## src/rtl/regfile_sb_param.sv

```systemverilog
// Register file with two read ports and one write port. It also keeps a busy
// scoreboard with one busy bit per register: decode reserves a register and
// writeback releases it.
module regfile_sb_param #(
  parameter int unsigned DATA_W   = 16,
  parameter int unsigned ADDR_W   = 3,
  parameter int unsigned ZERO_REG = 1,
  parameter int unsigned BYPASS   = 1,
  parameter int unsigned REG_READ = 0
) (
  input  logic              clk,
  input  logic              rst,
  input  logic              en,
  input  logic [ADDR_W-1:0] wr_addr,
  input  logic [DATA_W-1:0] wr_data,
  input  logic [ADDR_W-1:0] rs_addr,
  input  logic [ADDR_W-1:0] rt_addr,
  input  logic              rsv_en,
  input  logic [ADDR_W-1:0] rsv_addr,
  input  logic              flush,
  output logic [DATA_W-1:0] rs,
  output logic [DATA_W-1:0] rt,
  output logic              rs_busy,
  output logic              rt_busy,
  output logic [ADDR_W:0]   busy_cnt
);

  localparam int unsigned DEPTH = 1 << ADDR_W;
  localparam int unsigned CNT_W = ADDR_W + 1;

  logic [DATA_W-1:0] regs_q [DEPTH];
  logic [DATA_W-1:0] regs_d [DEPTH];
  logic [DEPTH-1:0]  busy_q;
  logic [DEPTH-1:0]  busy_d;
  logic [CNT_W-1:0]  busy_cnt_q;
  logic [CNT_W-1:0]  busy_cnt_d;

  logic              wr_ok;
  logic              rsv_ok;
  logic [DATA_W-1:0] rs_sel;
  logic [DATA_W-1:0] rt_sel;
  logic              rs_busy_sel;
  logic              rt_busy_sel;

  // Writes and reserves aimed at a hardwired register 0 are dropped here.
  always_comb begin
    wr_ok  = en;
    rsv_ok = rsv_en;
    if ((ZERO_REG != 0) && (wr_addr == '0)) begin
      wr_ok = 1'b0;
    end
    if ((ZERO_REG != 0) && (rsv_addr == '0)) begin
      rsv_ok = 1'b0;
    end
  end

  // Next register contents.
  always_comb begin
    regs_d = regs_q;
    if (wr_ok) begin
      regs_d[wr_addr] = wr_data;
    end
  end

  // Next busy bits (flush > reserve > writeback) and their popcount.
  always_comb begin
    busy_d = busy_q;
    if (flush) begin
      busy_d = '0;
    end else begin
      if (wr_ok) begin
        busy_d[wr_addr] = 1'b0;
      end
      if (rsv_ok) begin
        busy_d[rsv_addr] = 1'b1;
      end
    end
    busy_cnt_d = '0;
    for (int i = 0; i < int'(DEPTH); i++) begin
      busy_cnt_d = busy_cnt_d + CNT_W'(busy_d[i]);
    end
  end

  // Read-port selection. With bypass it is write-first; without bypass it is read-first.
  always_comb begin
    rs_sel = regs_q[rs_addr];
    rt_sel = regs_q[rt_addr];
    if ((BYPASS != 0) && wr_ok && (wr_addr == rs_addr)) begin
      rs_sel = wr_data;
    end
    if ((BYPASS != 0) && wr_ok && (wr_addr == rt_addr)) begin
      rt_sel = wr_data;
    end
    if ((ZERO_REG != 0) && (rs_addr == '0)) begin
      rs_sel = '0;
    end
    if ((ZERO_REG != 0) && (rt_addr == '0)) begin
      rt_sel = '0;
    end
    if (BYPASS != 0) begin
      rs_busy_sel = busy_d[rs_addr];
      rt_busy_sel = busy_d[rt_addr];
    end else begin
      rs_busy_sel = busy_q[rs_addr];
      rt_busy_sel = busy_q[rt_addr];
    end
  end

  // Register array, busy bits and busy count.
  always_ff @(posedge clk or posedge rst) begin
    if (rst) begin
      for (int i = 0; i < int'(DEPTH); i++) begin
        regs_q[i] <= '0;
      end
      busy_q     <= '0;
      busy_cnt_q <= '0;
    end else begin
      regs_q     <= regs_d;
      busy_q     <= busy_d;
      busy_cnt_q <= busy_cnt_d;
    end
  end

  assign busy_cnt = busy_cnt_q;

  generate
    if (REG_READ != 0) begin : g_reg_read
      logic [DATA_W-1:0] rs_q;
      logic [DATA_W-1:0] rs_d;
      logic [DATA_W-1:0] rt_q;
      logic [DATA_W-1:0] rt_d;
      logic              rs_busy_q;
      logic              rs_busy_d;
      logic              rt_busy_q;
      logic              rt_busy_d;

      // Registered read ports capture the selected values.
      always_comb begin
        rs_d      = rs_sel;
        rt_d      = rt_sel;
        rs_busy_d = rs_busy_sel;
        rt_busy_d = rt_busy_sel;
      end

      // Read-port registers. Read data appears one cycle after the address.
      always_ff @(posedge clk or posedge rst) begin
        if (rst) begin
          rs_q      <= '0;
          rt_q      <= '0;
          rs_busy_q <= 1'b0;
          rt_busy_q <= 1'b0;
        end else begin
          rs_q      <= rs_d;
          rt_q      <= rt_d;
          rs_busy_q <= rs_busy_d;
          rt_busy_q <= rt_busy_d;
        end
      end

      assign rs      = rs_q;
      assign rt      = rt_q;
      assign rs_busy = rs_busy_q;
      assign rt_busy = rt_busy_q;
    end else begin : g_comb_read
      assign rs      = rs_sel;
      assign rt      = rt_sel;
      assign rs_busy = rs_busy_sel;
      assign rt_busy = rt_busy_sel;
    end
  endgenerate

endmodule

```

## config.mk

```make
export PLATFORM = sky130hd
export DESIGN_NAME = regfile_sb_param
export DESIGN_NICKNAME = d
export VERILOG_FILES = /design/src/rtl/regfile_sb_param.sv
export SDC_FILE = /design/constraint.sdc
export NUM_CORES = 1
export LEC_CHECK = 0
export ABC_CLOCK_PERIOD_IN_PS = 6600
export CAP_MARGIN = 5
export CORE_ASPECT_RATIO = 1.4
export CORE_MARGIN = 2
export CORE_UTILIZATION = 45
export DETAILED_ROUTE_END_ITERATION = 10
export PLACE_DENSITY = 0.62
export SLEW_MARGIN = 20
export SYNTH_ARGS = -nofsm -noshare
export SYNTH_HDL_FRONTEND = slang
export SYNTH_SLANG_ARGS = --single-unit
```

## constraint.sdc

```tcl
create_clock -name clk -period 6.6 [get_ports clk]
set_input_delay 1.32 -clock clk [delete_from_list [all_inputs] [get_ports clk]]
set_output_delay 1.32 -clock clk [all_outputs]
set_load 0.01 [all_outputs]
```

==> results.txt <==
- The worst setup path is captured at an output pin.
- The path class of the tightest hold or removal check is reg -> reg.
- Among the stages of the critical path, the cell type that occurs most often is sky130_fd_sc_hd__clkdlybuf4s50_1.
- By area the synthesized netlist is led by sky130_fd_sc_hd__dfrtp_1 (43%), sky130_fd_sc_hd__mux4_2 (17%), sky130_fd_sc_hd__mux2_2 (13%), sky130_fd_sc_hd__mux2i_1 (3.9%), sky130_fd_sc_hd__o211a_1 (3.9%).
- Number of buffers inserted by hold repair at cts: 0
* Clock transition time at the flip-flop clock pins of the worst setup and hold paths: 0.06 ns
* # Post-CTS Setup Buffers: 0
- The routed design has between 20,000 and 25,000 um of wire.
* Placed wire-length estimate: 13,300 um
- Global routing finished with a remaining overflow of 0.
* CP max stage cell: sky130_fd_sc_hd__clkdlybuf4s50_1
- In the final design database the tool counted 690 nets.
- At the worst endpoint, the required time is ~5.3 ns.
- Root Driver: sky130_fd_sc_hd__clkbuf_16
- I/O Pins: 71
- Across the whole layout, storage elements account for between 0.003 and 0.004 mm^2.
- Via count of the first global-routing pass: between 5,000 and 6,000
* Final-report hold violation count: 0
- Area of the multi-input gates: between 0.004 and 0.005 mm^2
- From left edge to right edge, the die measures around 120 um.
- The repair_antennas step left the layout with diodes totalling 0.
* First drt pass iteration count: 5
- Top Family by Delay on Critical Path: buffers and inverters
- Synthesis instantiated 47 different standard cells from the library.
* Area overhead of the layout relative to synthesis: 15.9%
* Run status: finished, final reports clean
* Global-route usage over all layers: 0.235
- For this design the static power due to leakage is between 0.004 and 0.005 uW.
* Insertion delay to the later sink of the worst-skew pair: approximately 0.42 ns
- Post-Syn Area: ~0.0082 mm^2
- From bottom edge to top edge, the die measures about 160 um.
* Async SR Flop Fraction: 1.00
- Worst hold slack after final layout: 0.391 ns
- Fillers: roughly 1,500
- PwrDens: ~300 mW/mm^2
- Timing would allow up to ~180 MHz.
- The worst setup path is of the in -> out kind.
- Synth top area share: 0.425
- Total Die Area: just under 0.02 mm^2
- A synthesized cell averages 13.2 um^2.
- The congestion estimate from routability-driven global placement came to 0.808.
- The share of the Yosys chip area taken by registers is 0.425.
* Count of warnings emitted by yosys: 0
- In this run the deepest clock path goes through 2 buffers.
* Prevailing post-synth register cell: sky130_fd_sc_hd__dfrtp_1
- The number of nets in the synthesized netlist is roughly 670.
- Placeable core area: between 0.015 and 0.02 mm^2
* Clock Skew: roughly 0.0013 ns
* Commonest non-fill, non-tap cell in the layout: sky130_fd_sc_hd__dfrtp_1
- During placement, the flow inserted port buffers numbering 70.
- Clock tree from TritonCTS: built
- CP peak stage delay: about 0.81 ns
* Maximum vdd ir drop: about 160 uV
- In this run, synthesis inferred 0 flip-flops with an integrated enable.
* Remaining DRCs: 0
- Setup-violating endpoint count in the final report: 0
- Across the run, the number of max-cap violations was 0.
- STA puts the critical path data arrival time at between 4 and 5 ns.
- Antenna violations before repair: 1
- Global-route wire length before repair: around 34,000 um
* Standard-cell row count: slightly below 60
- The tree built by TritonCTS fans out to 140 sinks.
- Routed vias/inst: a little over 6
- Counting both buffers and inverters, the worst setup path holds a total of 2.
- Traced cell by cell, the critical path runs through clkdlybuf4s50_1, xnor2_1, nand3_2, or2_1, o211a_1, clkdlybuf4s50_1.
- Post_cts resized: 0
- Drt wl/cell: approximately 24 um
- In this run, placement finished with an instance count of between 800 and 900.
- CTS H-tree lvls: 4
- Across all layers, the routed design uses 5,494 vias.
- Entering global routing, the biggest net connects 94 pins.
* Number of DRC markers after the initial detailed-route iteration: between 400 and 500
* Final worst-path cycle share: 0.856
- Commonest cells after routing, fill and taps aside: sky130_fd_sc_hd__dfrtp_1 (140), sky130_fd_sc_hd__mux2_2 (96), sky130_fd_sc_hd__clkdlybuf4s50_1 (66)
* Fraction of layout instances using a drive strength above 1: 0.343
- Synthesis inferred 140 register bits.
- Max-slew violation count: 0
- Post-layout instance count excluding filler cells: ~900
- For the pin with the worst max-slew slack, the measured transition is 0.934 ns.
* Maximum fanout along the worst path: 17
- TritonCTS created 17 clock buffers.
* Initial cell density of the core: 0.460
- Clock period minus worst slack: around 5.7 ns
- After technology mapping, the gate count stands at between 600 and 700.
* Setup repair after global routing missed its margin: no
- Startpoint kind of the worst setup timing path: primary input
* Count of nets left with antenna violations after detail routing: 0
* Setup TNS: 0 ns
- Total non-filler cell area in the finished layout: approximately 0.0095 mm^2
- Cell taking the most area after synthesis: sky130_fd_sc_hd__dfrtp_1
- Summing all placed instances gives a cell area of approximately 0.009 mm^2.
- Relative max-transition margin: 0.377
-- worst reg2reg max path, delay by kind of cell (launching register included) --
| kind | cells | cell delay (ns) |
|---|---|---|
| compound gates | 1 | 0.22 |
| xor+xnor | 1 | 0.13 |
| fa+ha+maj | 5 | 2.01 |
| buf+inv | 3 | 0.18 |
| flops | 1 | 0.37 |
| simple gates | 1 | 0.16 |
-- logic make-up after synthesis --
logic type      after synthesis  synth area share
compound gates               86            0.0822
xor+xnor                      5           0.00531
fa+ha+maj                     7            0.0143
buf+inv                     100            0.0635
flops                       140             0.425
mux                         192             0.345
simple gates                 96            0.0645
-- metal layers --
layer / up-vias / share of wire / GRT usage / routed length [um]
met4: 2 / 0.033 / 0.0953 / 713
met5: - / 0.00059 / 0 / 13
met2: 203 / 0.51 / 0.403 / 11100
met1: 2876 / 0.41 / 0.296 / 8910
met3: 47 / 0.055 / 0.0441 / 1200
li1: 2366 / - / - / -
-- where the power goes --
| group | total, uW | internal [uW] | switching (uW) |
|---|---|---|---|
| registers | 1120 | 1010 | 108 |
| clock network | 989 | 640 | 349 |
| logic | 711 | 423 | 287 |
| total | 2820 | 2070 | 745 |
-- synth_stat cells (all sizes together), types with 4 or more instances --
library cell,count
mux2,96
o211a,32
nand2,51
o22ai,7
mux2i,32
xnor2,5
buf,52
dfrtp,140
o21ai,32
fa,4
inv,16
nand3b,7
mux4,64
clkbuf,32
or3,4
nand3,5
or3b,4
nor2b,4
-- flip-flops by register name, summed over array words and instances (netlist names) --
signal	flops
regs_q	128
busy_q	8
busy_cnt	4
-- layout make-up --
cell class              count  area share
clock inverters             7      0.0115
well taps                 240      0.0315
flip-flops and latches    140       0.367
clock buffers              24      0.0526
inverters                  16     0.00682
repair buffers             89      0.0862
multi-input cells         386       0.444
-- through the flow --
step                 util  power [uW]  setup WS [ns]
floorplan               -        1590           1.53
global placement    0.498        1810          0.988
detailed placement  0.498        1840          0.914
CTS                 0.533        2840          0.908
global route        0.533        2940          0.773
finish              0.533        2820          0.949
-- path summary, 6_finish.rpt --
check / slack [ns] / from / cells past startpoint / end
max: 0.95 / wr_addr[1] / 6 / rs[11]
min: 0.39 / regs_q[126] / 0 / regs_q[126]
max reg2reg: 3.41 / busy_q[1] / 11 / busy_cnt[2]
min reg2reg: 0.39 / regs_q[126] / 0 / regs_q[126]
max in group asynchronous: 3.97 / rst / 3 / regs_q[52]
min in group asynchronous: 1.47 / rst / 2 / regs_q[38]
Note: power is estimated with default switching activity, not from simulation.
